<file path="src/rtl/fu_pkg.sv">
// Shared constants for the execution pool: FU type codes,
// instruction field positions and unit state encoding.
package fu_pkg;

  localparam logic [1:0] FU_ALU = 2'd0;
  localparam logic [1:0] FU_LSU = 2'd1;
  localparam logic [1:0] FU_MUL = 2'd2;
  localparam logic [1:0] FU_DIV = 2'd3;

  localparam int OP_HI   = 7;
  localparam int OP_LO   = 6;
  localparam int SRC0_HI = 5;
  localparam int SRC0_LO = 4;
  localparam int SRC1_HI = 3;
  localparam int SRC1_LO = 2;
  localparam int DEST_HI = 1;
  localparam int DEST_LO = 0;

  localparam logic [1:0] ST_IDLE = 2'd0;
  localparam logic [1:0] ST_EXEC = 2'd1;
  localparam logic [1:0] ST_DONE = 2'd2;

  function automatic logic [1:0] instr_dest(
    input logic [7:0] instr
  );
    return instr[DEST_HI:DEST_LO];
  endfunction

endpackage

</file>
<file path="src/rtl/fu_unit.sv">
// Single multi-cycle functional unit: IDLE -> EXEC (LAT cycles) -> DONE.
// Ports: start/slot_in/dest_in load work, grant retires it; busy/done/slot/dest report status.
module fu_unit
  import fu_pkg::*;
#(
  parameter int LAT   = 1,
  parameter int CNT_W = 4
) (
  input  logic       clk,
  input  logic       reset,
  input  logic       flush,
  input  logic       start,
  input  logic [1:0] slot_in,
  input  logic [1:0] dest_in,
  input  logic       grant,
  output logic       busy,
  output logic       done,
  output logic [1:0] slot,
  output logic [1:0] dest
);

  logic [1:0]       state;
  logic [CNT_W-1:0] cnt;

  always_ff @(posedge clk or posedge reset) begin
    if (reset) begin
      state <= ST_IDLE;
      cnt   <= '0;
      slot  <= '0;
      dest  <= '0;
    end else if (flush) begin
      state <= ST_IDLE;
      cnt   <= '0;
    end else begin
      case (state)
        ST_IDLE: begin
          if (start) begin
            state <= ST_EXEC;
            cnt   <= CNT_W'(LAT);
            slot  <= slot_in;
            dest  <= dest_in;
          end
        end
        ST_EXEC: begin
          if (cnt == CNT_W'(1)) begin
            state <= ST_DONE;
            cnt   <= '0;
          end else begin
            cnt <= cnt - CNT_W'(1);
          end
        end
        ST_DONE: begin
          if (grant) state <= ST_IDLE;
        end
        default: state <= ST_IDLE;
      endcase
    end
  end

  assign busy = (state != ST_IDLE);
  assign done = (state == ST_DONE);

endmodule

</file>
<file path="src/rtl/fu_exec_pool.sv">
// Pool of four functional units with round-robin single-retire arbitration.
// Ports: issue_* in, fu_busy/retire_* out, sticky err_issue_busy/err_slot_dup.
module fu_exec_pool
  import fu_pkg::*;
#(
  parameter int LAT_ALU = 1,
  parameter int LAT_LSU = 2,
  parameter int LAT_MUL = 3,
  parameter int LAT_DIV = 6,
  parameter int CNT_W   = 4
) (
  input  logic       clk,
  input  logic       reset,
  input  logic       flush,
  input  logic       issue_valid,
  input  logic [7:0] issue_instr,
  input  logic [1:0] issue_slot,
  input  logic [1:0] issue_fu_type,
  output logic [3:0] fu_busy,
  output logic       retire_valid,
  output logic [3:0] retire_onehot,
  output logic [1:0] retire_dest,
  output logic [1:0] retire_fu,
  output logic       err_issue_busy,
  output logic       err_slot_dup
);

  logic [3:0] done;
  logic [3:0] start;
  logic [3:0] grant;
  logic [1:0] slot_u [4];
  logic [1:0] dest_u [4];
  logic [1:0] dest_in;
  logic       accept;
  logic       hit_busy;
  logic       dup;
  logic [1:0] rr_ptr;
  logic       gnt_any;
  logic [1:0] gnt_idx;
  logic [1:0] idx;
  logic       unused_fields;

  assign unused_fields = ^{issue_instr[OP_HI:OP_LO],
                           issue_instr[SRC0_HI:SRC0_LO],
                           issue_instr[SRC1_HI:SRC1_LO]};

  assign dest_in  = instr_dest(issue_instr);
  assign hit_busy = fu_busy[issue_fu_type];
  // flush wins over a same-cycle issue
  assign accept   = issue_valid && !flush && !hit_busy;

  assign start[0] = accept && (issue_fu_type == FU_ALU);
  assign start[1] = accept && (issue_fu_type == FU_LSU);
  assign start[2] = accept && (issue_fu_type == FU_MUL);
  assign start[3] = accept && (issue_fu_type == FU_DIV);

  fu_unit #(.LAT(LAT_ALU), .CNT_W(CNT_W)) u_alu (
    .clk(clk), .reset(reset), .flush(flush),
    .start(start[0]), .slot_in(issue_slot),
    .dest_in(dest_in), .grant(grant[0]),
    .busy(fu_busy[0]), .done(done[0]),
    .slot(slot_u[0]), .dest(dest_u[0])
  );

  fu_unit #(.LAT(LAT_LSU), .CNT_W(CNT_W)) u_lsu (
    .clk(clk), .reset(reset), .flush(flush),
    .start(start[1]), .slot_in(issue_slot),
    .dest_in(dest_in), .grant(grant[1]),
    .busy(fu_busy[1]), .done(done[1]),
    .slot(slot_u[1]), .dest(dest_u[1])
  );

  fu_unit #(.LAT(LAT_MUL), .CNT_W(CNT_W)) u_mul (
    .clk(clk), .reset(reset), .flush(flush),
    .start(start[2]), .slot_in(issue_slot),
    .dest_in(dest_in), .grant(grant[2]),
    .busy(fu_busy[2]), .done(done[2]),
    .slot(slot_u[2]), .dest(dest_u[2])
  );

  fu_unit #(.LAT(LAT_DIV), .CNT_W(CNT_W)) u_div (
    .clk(clk), .reset(reset), .flush(flush),
    .start(start[3]), .slot_in(issue_slot),
    .dest_in(dest_in), .grant(grant[3]),
    .busy(fu_busy[3]), .done(done[3]),
    .slot(slot_u[3]), .dest(dest_u[3])
  );

  always_comb begin
    dup = 1'b0;
    for (int k = 0; k < 4; k++) begin
      if (fu_busy[k] && slot_u[k] == issue_slot) dup = 1'b1;
    end
  end

  // first DONE unit at or after rr_ptr, wrapping
  always_comb begin
    gnt_any = 1'b0;
    gnt_idx = rr_ptr;
    idx     = rr_ptr;
    for (int i = 0; i < 4; i++) begin
      idx = rr_ptr + 2'(i);
      if (!gnt_any && done[idx]) begin
        gnt_any = 1'b1;
        gnt_idx = idx;
      end
    end
  end

  assign grant = (gnt_any && !flush) ? (4'b0001 << gnt_idx) : 4'b0000;

  always_ff @(posedge clk or posedge reset) begin
    if (reset) begin
      retire_valid  <= 1'b0;
      retire_onehot <= 4'b0000;
      retire_dest   <= 2'd0;
      retire_fu     <= 2'd0;
      rr_ptr        <= 2'd0;
    end else if (flush) begin
      retire_valid  <= 1'b0;
      retire_onehot <= 4'b0000;
      retire_dest   <= 2'd0;
      retire_fu     <= 2'd0;
    end else if (gnt_any) begin
      retire_valid  <= 1'b1;
      retire_onehot <= 4'b0001 << slot_u[gnt_idx];
      retire_dest   <= dest_u[gnt_idx];
      retire_fu     <= gnt_idx;
      rr_ptr        <= gnt_idx + 2'd1;
    end else begin
      retire_valid  <= 1'b0;
      retire_onehot <= 4'b0000;
    end
  end

  always_ff @(posedge clk or posedge reset) begin
    if (reset) begin
      err_issue_busy <= 1'b0;
      err_slot_dup   <= 1'b0;
    end else if (issue_valid && !flush) begin
      if (hit_busy) err_issue_busy <= 1'b1;
      if (dup)      err_slot_dup   <= 1'b1;
    end
  end

endmodule

</file>
<file path="config.mk">
export PLATFORM = sky130hd
export DESIGN_NAME = fu_exec_pool
export DESIGN_NICKNAME = d
export VERILOG_FILES = /design/src/rtl/fu_pkg.sv /design/src/rtl/fu_unit.sv /design/src/rtl/fu_exec_pool.sv
export SDC_FILE = /design/constraint.sdc
export NUM_CORES = 1
export LEC_CHECK = 0
export ABC_AREA = 1
export BUFFER_PORTS_ARGS = -buffer_cell sky130_fd_sc_hd__buf_2
export CORE_AREA = 2 2 97 76
export CTS_CLUSTER_DIAMETER = 120
export DETAILED_ROUTE_END_ITERATION = 7
export DIE_AREA = 0 0 99 78
export GPL_TIMING_DRIVEN = 0
export PLACE_DENSITY = 0.78
export SLEW_MARGIN = 0
export SYNTH_ARGS = -nofsm -noshare
export SYNTH_HDL_FRONTEND = slang
export SYNTH_SLANG_ARGS = --single-unit
</file>
<file path="constraint.sdc">
create_clock -name clk -period 3.9 [get_ports clk]
set_input_delay 0.585 -clock clk [delete_from_list [all_inputs] [get_ports clk]]
set_output_delay 0.585 -clock clk [all_outputs]
set_load 0.1 [all_outputs]
</file>
==> impl_metrics.csv, run 1 <==
group,metric,value,unit
cells_and_area,post_route_cells_drive_above_1_share,15.7,%
clock_network,post_cts_buffers,0,
setup_path,worstPathMaxFanout,5,
synth,synth_ff_type,"dfrtp_1",
synth,yosysWarningCount,0,
synth,synth_top_area_cell,"dfrtp_1",
placed_design,io_buffers,23,
synth,netlist_top_cells_count,"nand2_1, nand3_1, dfrtp_1, inv_1, o21ai_0",
floorplan,initial_utilization,49.1,%
setup_path,critPathLaunchType,"flip-flop",
sta,fin_ws,1.73,ns
clock_network,cts_resized,0,
sta,worstMarginPinSlew,0.575,ns
grt,grt_pass1_wl,13.4,mm
setup_path,worst-setup-path-type,"flip-flop to output port",
clock_network,cts_hold_buf,0,
detailed_routing,wire_per_inst,14.1,um
detailed_routing,num_vias,2999,
detailed_routing,dr_wl_met2,3.48,mm
floorplan,pin_count,31,
run_status,status,"completed",
floorplan,dieArea,7720,um2
cells_and_area,diodes,0,
sta,hold_viol,0,
detailed_routing,vias_per_cell,5.41,
placed_design,place_ws,1.64,ns
cells_and_area,nets,493,
synth,ys_seq_elements,53,
cells_and_area,area_growth_syn_to_layout,10.9,%
sta,period_share,55.5,%
synth,syn_nets,462,
detailed_routing,finalWirelength,7.80,mm
floorplan,num_rows,26,
sta,skew,0.0110,ns
clock_network,clock_sinks,53,
grt,gr-total-overflow,0,
synth,yosysTopAreaCellShare,40.5,%
placed_design,routabilityCongestion,0.895,
synth,avgSynthCellArea,7.48,um2
power_and_ir_drop,irDropWorstVdd,0.000502,V
placed_design,dp_cells,546,
cells_and_area,utilization,54.4,%
power_and_ir_drop,p_comb_share,57.2,%
sta,rsz0062_at_grt,"no",
power_and_ir_drop,pwr_density_cell,726,nW/um2
power_and_ir_drop,p_int,1.31,mW
setup_path,reg2regPathDepth,11,
synth,synth_cell_type_count,37,
power_and_ir_drop,pwr-share-clk,15.2,%
detailed_routing,wl_met3,407,um
sta,setup_violations,0,
clock_network,clock_path_buffers,2,
synth,syn_area,3270,um2
setup_path,reg2reg_slack,1.77,ns
sta,slew_viol_final,0,
clock_network,ctsRootBufferMaster,"clkbuf_8",
power_and_ir_drop,power.switching,1.33,mW
power_and_ir_drop,seqPwrFrac,27.6,%
detailed_routing,top_layer,"met4",
synth,synth_seq_area_share,40.5,%
clock_network,cts_tree,"done",
sta,period_needed,2.17,ns
power_and_ir_drop,power.leakage,1.91,nW
synth,synthTopCellsByArea,"dfrtp_1, nand2_1, nand3_1",
cells_and_area,instances_no_fill,554,
floorplan,die_w,99,um
grt,antenna_found_initial,0,
clock_network,cts_buffers,5,
floorplan,core_area,6670,um2
clock_network,cts_max_level,2,
grt,grt_max_degree,29,
hold_path,hp-class,"primary input to async pin",
synth,synth.most_common_cell,"nand2_1",
run,maxCapViolations,0,
detailed_routing,met1_length,3.81,mm
sta,finalSetupTns,0,ns
clock_network,clk_latency,0.32,ns
sta,fmax,462,MHz
floorplan,die_h,78,um
power_and_ir_drop,switching_share,50.4,%
setup_path,end_kind,"output port",
detailed_routing,dr.pass1.iters,5,
synth,synth_edf_count,0,
detailed_routing,route.detailed.drc,0,
grt,grt_pass1_vias,2850,
detailed_routing,first_iter_violations,253,
placed_design,hpwlAfterDp,5.80,mm
detailed_routing,detail-route-antenna-nets,0,
grt,track_usage,21.5,%
setup_path,cp.arrival,1.58,ns
setup_path,crit_required,3.31,ns
synth,syn_inst,438,
clock_network,clkTransAtPathRegs,0.10,ns
sta,relSlewSlack,61.6,%
synth,synthArstFlopShare,100,%
[cell type report]
class                           instances  area, um2
Fill cell                             622       3040
Multi-Input combinational cell        314       1620
Sequential cell                        53       1330
Inverter                               60        233
Timing Repair Buffer                   24        135
Tap cell                               84        105
Buffer                                 11        100
Clock buffer                            7       86.3
Clock inverter                          1       30.0
[cells in the final DEF (no fill, tap or decap), drive strengths merged]
cell type,Yosys,routed
a21oi,3,3
a221oi,1,1
and2,1,1
buf,10,34
bufinv,0,1
clkbuf,1,8
clkinv,1,1
dfrtp,53,53
ha,8,8
inv,59,59
nand2,132,132
nand3,70,70
nand4,6,6
nor2,25,25
nor3,8,8
nor4,1,1
o211ai,1,1
o21ai,44,44
o21bai,2,2
o22ai,1,1
o31ai,2,2
o41ai,2,2
xnor2,1,1
xor2,6,6
[per-layer routing]
metal,global-route usage [%],up-vias
li1,-,1483
met5,0,-
met1,31.9,1411
met3,3.24,9
met4,5.62,0
met2,32.9,96
[power by group through the flow]
| stage | Sequential [mW] | Clock, mW | Combinational, mW |
|---|---|---|---|
| 6_report | 0.727 | 0.400 | 1.51 |
| 3_3_place_gp | 0.732 | 0 | 1.44 |
| 2_1_floorplan | 0.936 | 0 | 0.993 |
| 3_5_place_dp | 0.736 | 0 | 1.47 |
| 5_1_grt | 0.741 | 0.425 | 1.65 |
| 4_1_cts | 0.726 | 0.406 | 1.49 |
[worst max-delay path: stages, from the launching register on]
cell and delay (ns):
dfrtp_1 0.45, nor2_1 0.26, inv_1 0.13, buf_4 0.15, buf_2 0.28
[flip-flops by register name (all words and copies together) (netlist names), 4 cells and up]
name,flops
retire_onehot,4
u_mul.cnt,4
u_div.cnt,4
u_alu.cnt,4
u_lsu.cnt,4
[cells by family after synthesis]
| kind of cell | after synthesis | synth area share (%) |
|---|---|---|
| AND/OR/NAND/NOR | 243 | 35.1 |
| buffers and inverters | 71 | 10.2 |
| AO/OA/AOI/OAI | 56 | 9.32 |
| flip-flops | 53 | 40.5 |
| adder cells (fa/ha/maj) | 8 | 3.06 |
| XOR/XNOR | 7 | 1.87 |
[worst paths after layout]
kind,start,to
min in group clk,err_slot_dup$_DFFE_PP0P_,err_slot_dup$_DFFE_PP0P_
worst max-delay path,u_alu.state[1]$_DFFE_PP0P_,fu_busy[0]
max in group asynchronous,reset,retire_fu[1]$_DFFE_PP0P_
worst max register to register,u_alu.state[1]$_DFFE_PP0P_,u_mul.cnt[0]$_DFFE_PP0P_
worst min-delay path,reset,err_slot_dup$_DFFE_PP0P_
worst min register to register,err_slot_dup$_DFFE_PP0P_,err_slot_dup$_DFFE_PP0P_
[metrics by stage]
step                      hold WS [ns]  total power, mW  cell area [um2]
final                            0.310             2.63             3630
after global routing             0.365             2.82             3630
after CTS                        0.341             2.62             3630
after detailed placement         0.456             2.21             3510
after global placement           0.462             2.17             3490
after floorplan                  0.454             1.93             3270
Note: power is estimated with default switching activity, not from simulation.
==> inputs of run 2 (changes only) <==
--- a/config.mk
+++ b/config.mk
@@ -12,7 +12,7 @@
 export DETAILED_ROUTE_END_ITERATION = 7
 export DIE_AREA = 0 0 99 78
 export GPL_TIMING_DRIVEN = 0
-export PLACE_DENSITY = 0.78
+export PLACE_DENSITY = 0.81
 export SLEW_MARGIN = 0
 export SYNTH_ARGS = -nofsm -noshare
 export SYNTH_HDL_FRONTEND = slang
==> constraint.sdc (replaced) <==
create_clock -name clk -period 1.7 [get_ports clk]
set_input_delay 0.255 -clock clk [delete_from_list [all_inputs] [get_ports clk]]
set_output_delay 0.255 -clock clk [all_outputs]
set_load 0.1 [all_outputs]
==> run 2 against run 1 <==
  * The run now ends with negative setup slack left
  * Cell area rose by 16%
  * Utilization rose by 8.6 points
  * Sequential share of layout area fell by 4.9 points
  * Setup slack got worse by 2.1 ns
  * Highest routed layer unchanged
==> impl_metrics.csv, run 2 (synthesized netlist as in run 1, its figures left out) <==
group,metric,value,unit
clock_network,cts_max_level,2,
clock_network,clkTransAtPathRegs,0.10,ns
setup_path,cp.arrival,2.32,ns
setup_path,cp_top_family,"simple AND/OR/NAND/NOR gates",
setup_path,worst-setup-path-type,"flip-flop to flip-flop",
sta,skew,0.00832,ns
power_and_ir_drop,power.total,7.41,mW
sta,slew_viol_final,0,
grt,grt_max_degree,37,
placed_design,io_buffers,23,
detailed_routing,first_iter_violations,238,
floorplan,num_rows,26,
sta,hold_viol,0,
detailed_routing,vias_per_cell,5.87,
cells_and_area,final_common_cell,"nand2_1",
clock_network,clock_path_buffers,2,
power_and_ir_drop,power.switching,3.73,mW
floorplan,die_w,99,um
clock_network,clk_latency,0.32,ns
placed_design,dp_cells,546,
floorplan,die_h,78,um
cells_and_area,utilization,63.1,%
placed_design,routabilityCongestion,0.889,
grt,gr-total-overflow,0,
power_and_ir_drop,pwr-share-clk,14.0,%
detailed_routing,dr.pass1.iters,5,
cells_and_area,nets,519,
detailed_routing,route.detailed.drc,0,
grt,grt_pass1_wl,14.8,mm
floorplan,initial_utilization,49.1,%
run_status,status,"complete, but fails checks",
setup_path,end_kind,"flip-flop",
cells_and_area,diodes,0,
setup_path,slowest_stage,"dfrtp_1",
clock_network,cts_buffers,5,
power_and_ir_drop,power.leakage,2.12,nW
setup_path,path_cells,"buf_6 -> inv_12 -> nand3_4 -> nand3_2 -> nand2_4 -> nor2_4 -> nand2_8 -> nand2_8 -> clkbuf_16 -> nand3_1 -> nand2_1 -> nand2_1 -> nand2_1 -> nand2_1 -> nand2_1",
setup_path,cp.buffers_inverters,3,
sta,rsz0062_at_grt,"yes",
power_and_ir_drop,irDropWorstVdd,0.00113,V
setup_path,critPathLaunchType,"flip-flop",
cells_and_area,instances_no_fill,580,
clock_network,cts_tree,"done",
floorplan,dieArea,7720,um2
grt,track_usage,24.1,%
placed_design,hpwlAfterDp,5.71,mm
power_and_ir_drop,pwr_density_cell,1760,nW/um2
power_and_ir_drop,switching_share,50.3,%
cells_and_area,post_route_cells_drive_above_1_share,30.4,%
cells_and_area,layout_common_cells,"nand2_1, inv_1, dfrtp_1, nand3_1, o21ai_0",
setup_path,crit_required,1.97,ns
power_and_ir_drop,p_int,3.68,mW
floorplan,core_area,6670,um2
run,maxCapViolations,0,
cells_and_area,finish.instance_area,4210,um2
sta,setup_violations,35,
clock_network,ctsRootBufferMaster,"clkbuf_8",
grt,grt_pass1_vias,3192,
sta,period_share,121,%
detailed_routing,detail-route-antenna-nets,0,
cells_and_area,area_growth_syn_to_layout,28.5,%
detailed_routing,wire_per_inst,16.5,um
run_status,violations,"negative setup slack",
detailed_routing,finalWirelength,9.57,mm
hold_path,hp-class,"primary input to flip-flop",
setup_path,worstPathMaxFanout,8,
sta,period_needed,2.05,ns
sta,worstMarginPinSlew,0.507,ns
sta,relSlewSlack,66.2,%
placed_design,place_ws,-0.357,ns
grt,antenna_found_initial,0,
setup_path,slowest_delay,0.41,ns
power_and_ir_drop,p_comb_share,63.0,%
floorplan,pin_count,31,
placed_design,place_area,3520,um2
power_and_ir_drop,seqPwrFrac,23.0,%
sta,fmax,487,MHz
detailed_routing,num_vias,3403,
setup_path,crit_path_frequent_cell,"nand2_1",
clock_network,clock_sinks,53,
sta,fin_ws,-0.352,ns
run 2: cell count changes in the layout (fill, tap and decap cells not counted), moves of 5 or more:
cell and change:
buf_4 +24, nand3_1 -20, nand2_1 -18, nand2_4 +10
nand3_2 +10, nand3_4 +10, nand2_2 +7, o21ai_0 -5
run 2: path summary, 6_finish.rpt:
| path | from | end | slack (ns) | depth (start not counted) |
|---|---|---|---|---|
| max in group asynchronous | reset | u_div.state[1]$_DFFE_PP0P_ | 0.72 | 4 |
| min reg2reg | err_slot_dup$_DFFE_PP0P_ | err_slot_dup$_DFFE_PP0P_ | 0.49 | 1 |
| max reg2reg | rr_ptr[0]$_DFFE_PP0P_ | retire_dest[1]$_DFFE_PP0P_ | -0.35 | 15 |
| min in group asynchronous | reset | retire_onehot[1]$_DFF_PP0_ | 0.45 | 3 |
| min | issue_valid | err_slot_dup$_DFFE_PP0P_ | 0.24 | 3 |
| max | rr_ptr[0]$_DFFE_PP0P_ | retire_dest[1]$_DFFE_PP0P_ | -0.35 | 15 |
run 2: worst min-delay path, cell delays in order:
cell and delay (ns):
buf_2 0.10, nand2_1 0.09, o21bai_1 0.08
run 2: layout make-up:
cell class,instances,area (um2)
Clock inverter,3,65.1
Sequential cell,53,1330
Fill cell,500,2460
Buffer,10,85.1
Clock buffer,5,68.8
Timing Repair Buffer,51,380
Tap cell,84,105
Multi-Input combinational cell,314,1930
Inverter,60,245
run 2: power by group through the flow:
| stage | registers [mW] | clock network, mW | logic [mW] |
|---|---|---|---|
| after floorplan | 2.15 | 0 | 2.28 |
| final | 1.70 | 1.04 | 4.67 |
| after CTS | 1.68 | 1.03 | 4.03 |
| after global routing | 1.73 | 1.09 | 5.00 |
| after global placement | 1.68 | 0 | 3.30 |
| after detailed placement | 1.69 | 0 | 3.37 |
run 2: repair_timing:
item | CTS | global route
setup endpoints to repair | 43 | 37
gates resized for setup | 55 | 39
hold endpoints to repair | 17 | 0
pin swaps | 13 | 15
hold buffers | 1 | 0
setup buffers | 16 | 7
gates cloned | 2 | 1
run 2: through the flow:
| step | TNS (ns) | hold slack (ns) |
|---|---|---|
| final | -5.77 | 0.243 |
| after global routing | -9.52 | 0.284 |
| after CTS | -3.93 | 0.247 |
| after detailed placement | -7.56 | 0.262 |
| after global placement | -33.89 | 0.462 |
| after floorplan | -0.177 | 0.444 |
run 2: layer usage:
metal	GRT usage, %	vias to the layer above	routed length, um
li1	-	1550	-
met1	31.4	1606	3940
met2	38.7	190	4440
met3	4.32	57	750
met4	11.6	0	441
met5	0	-	0
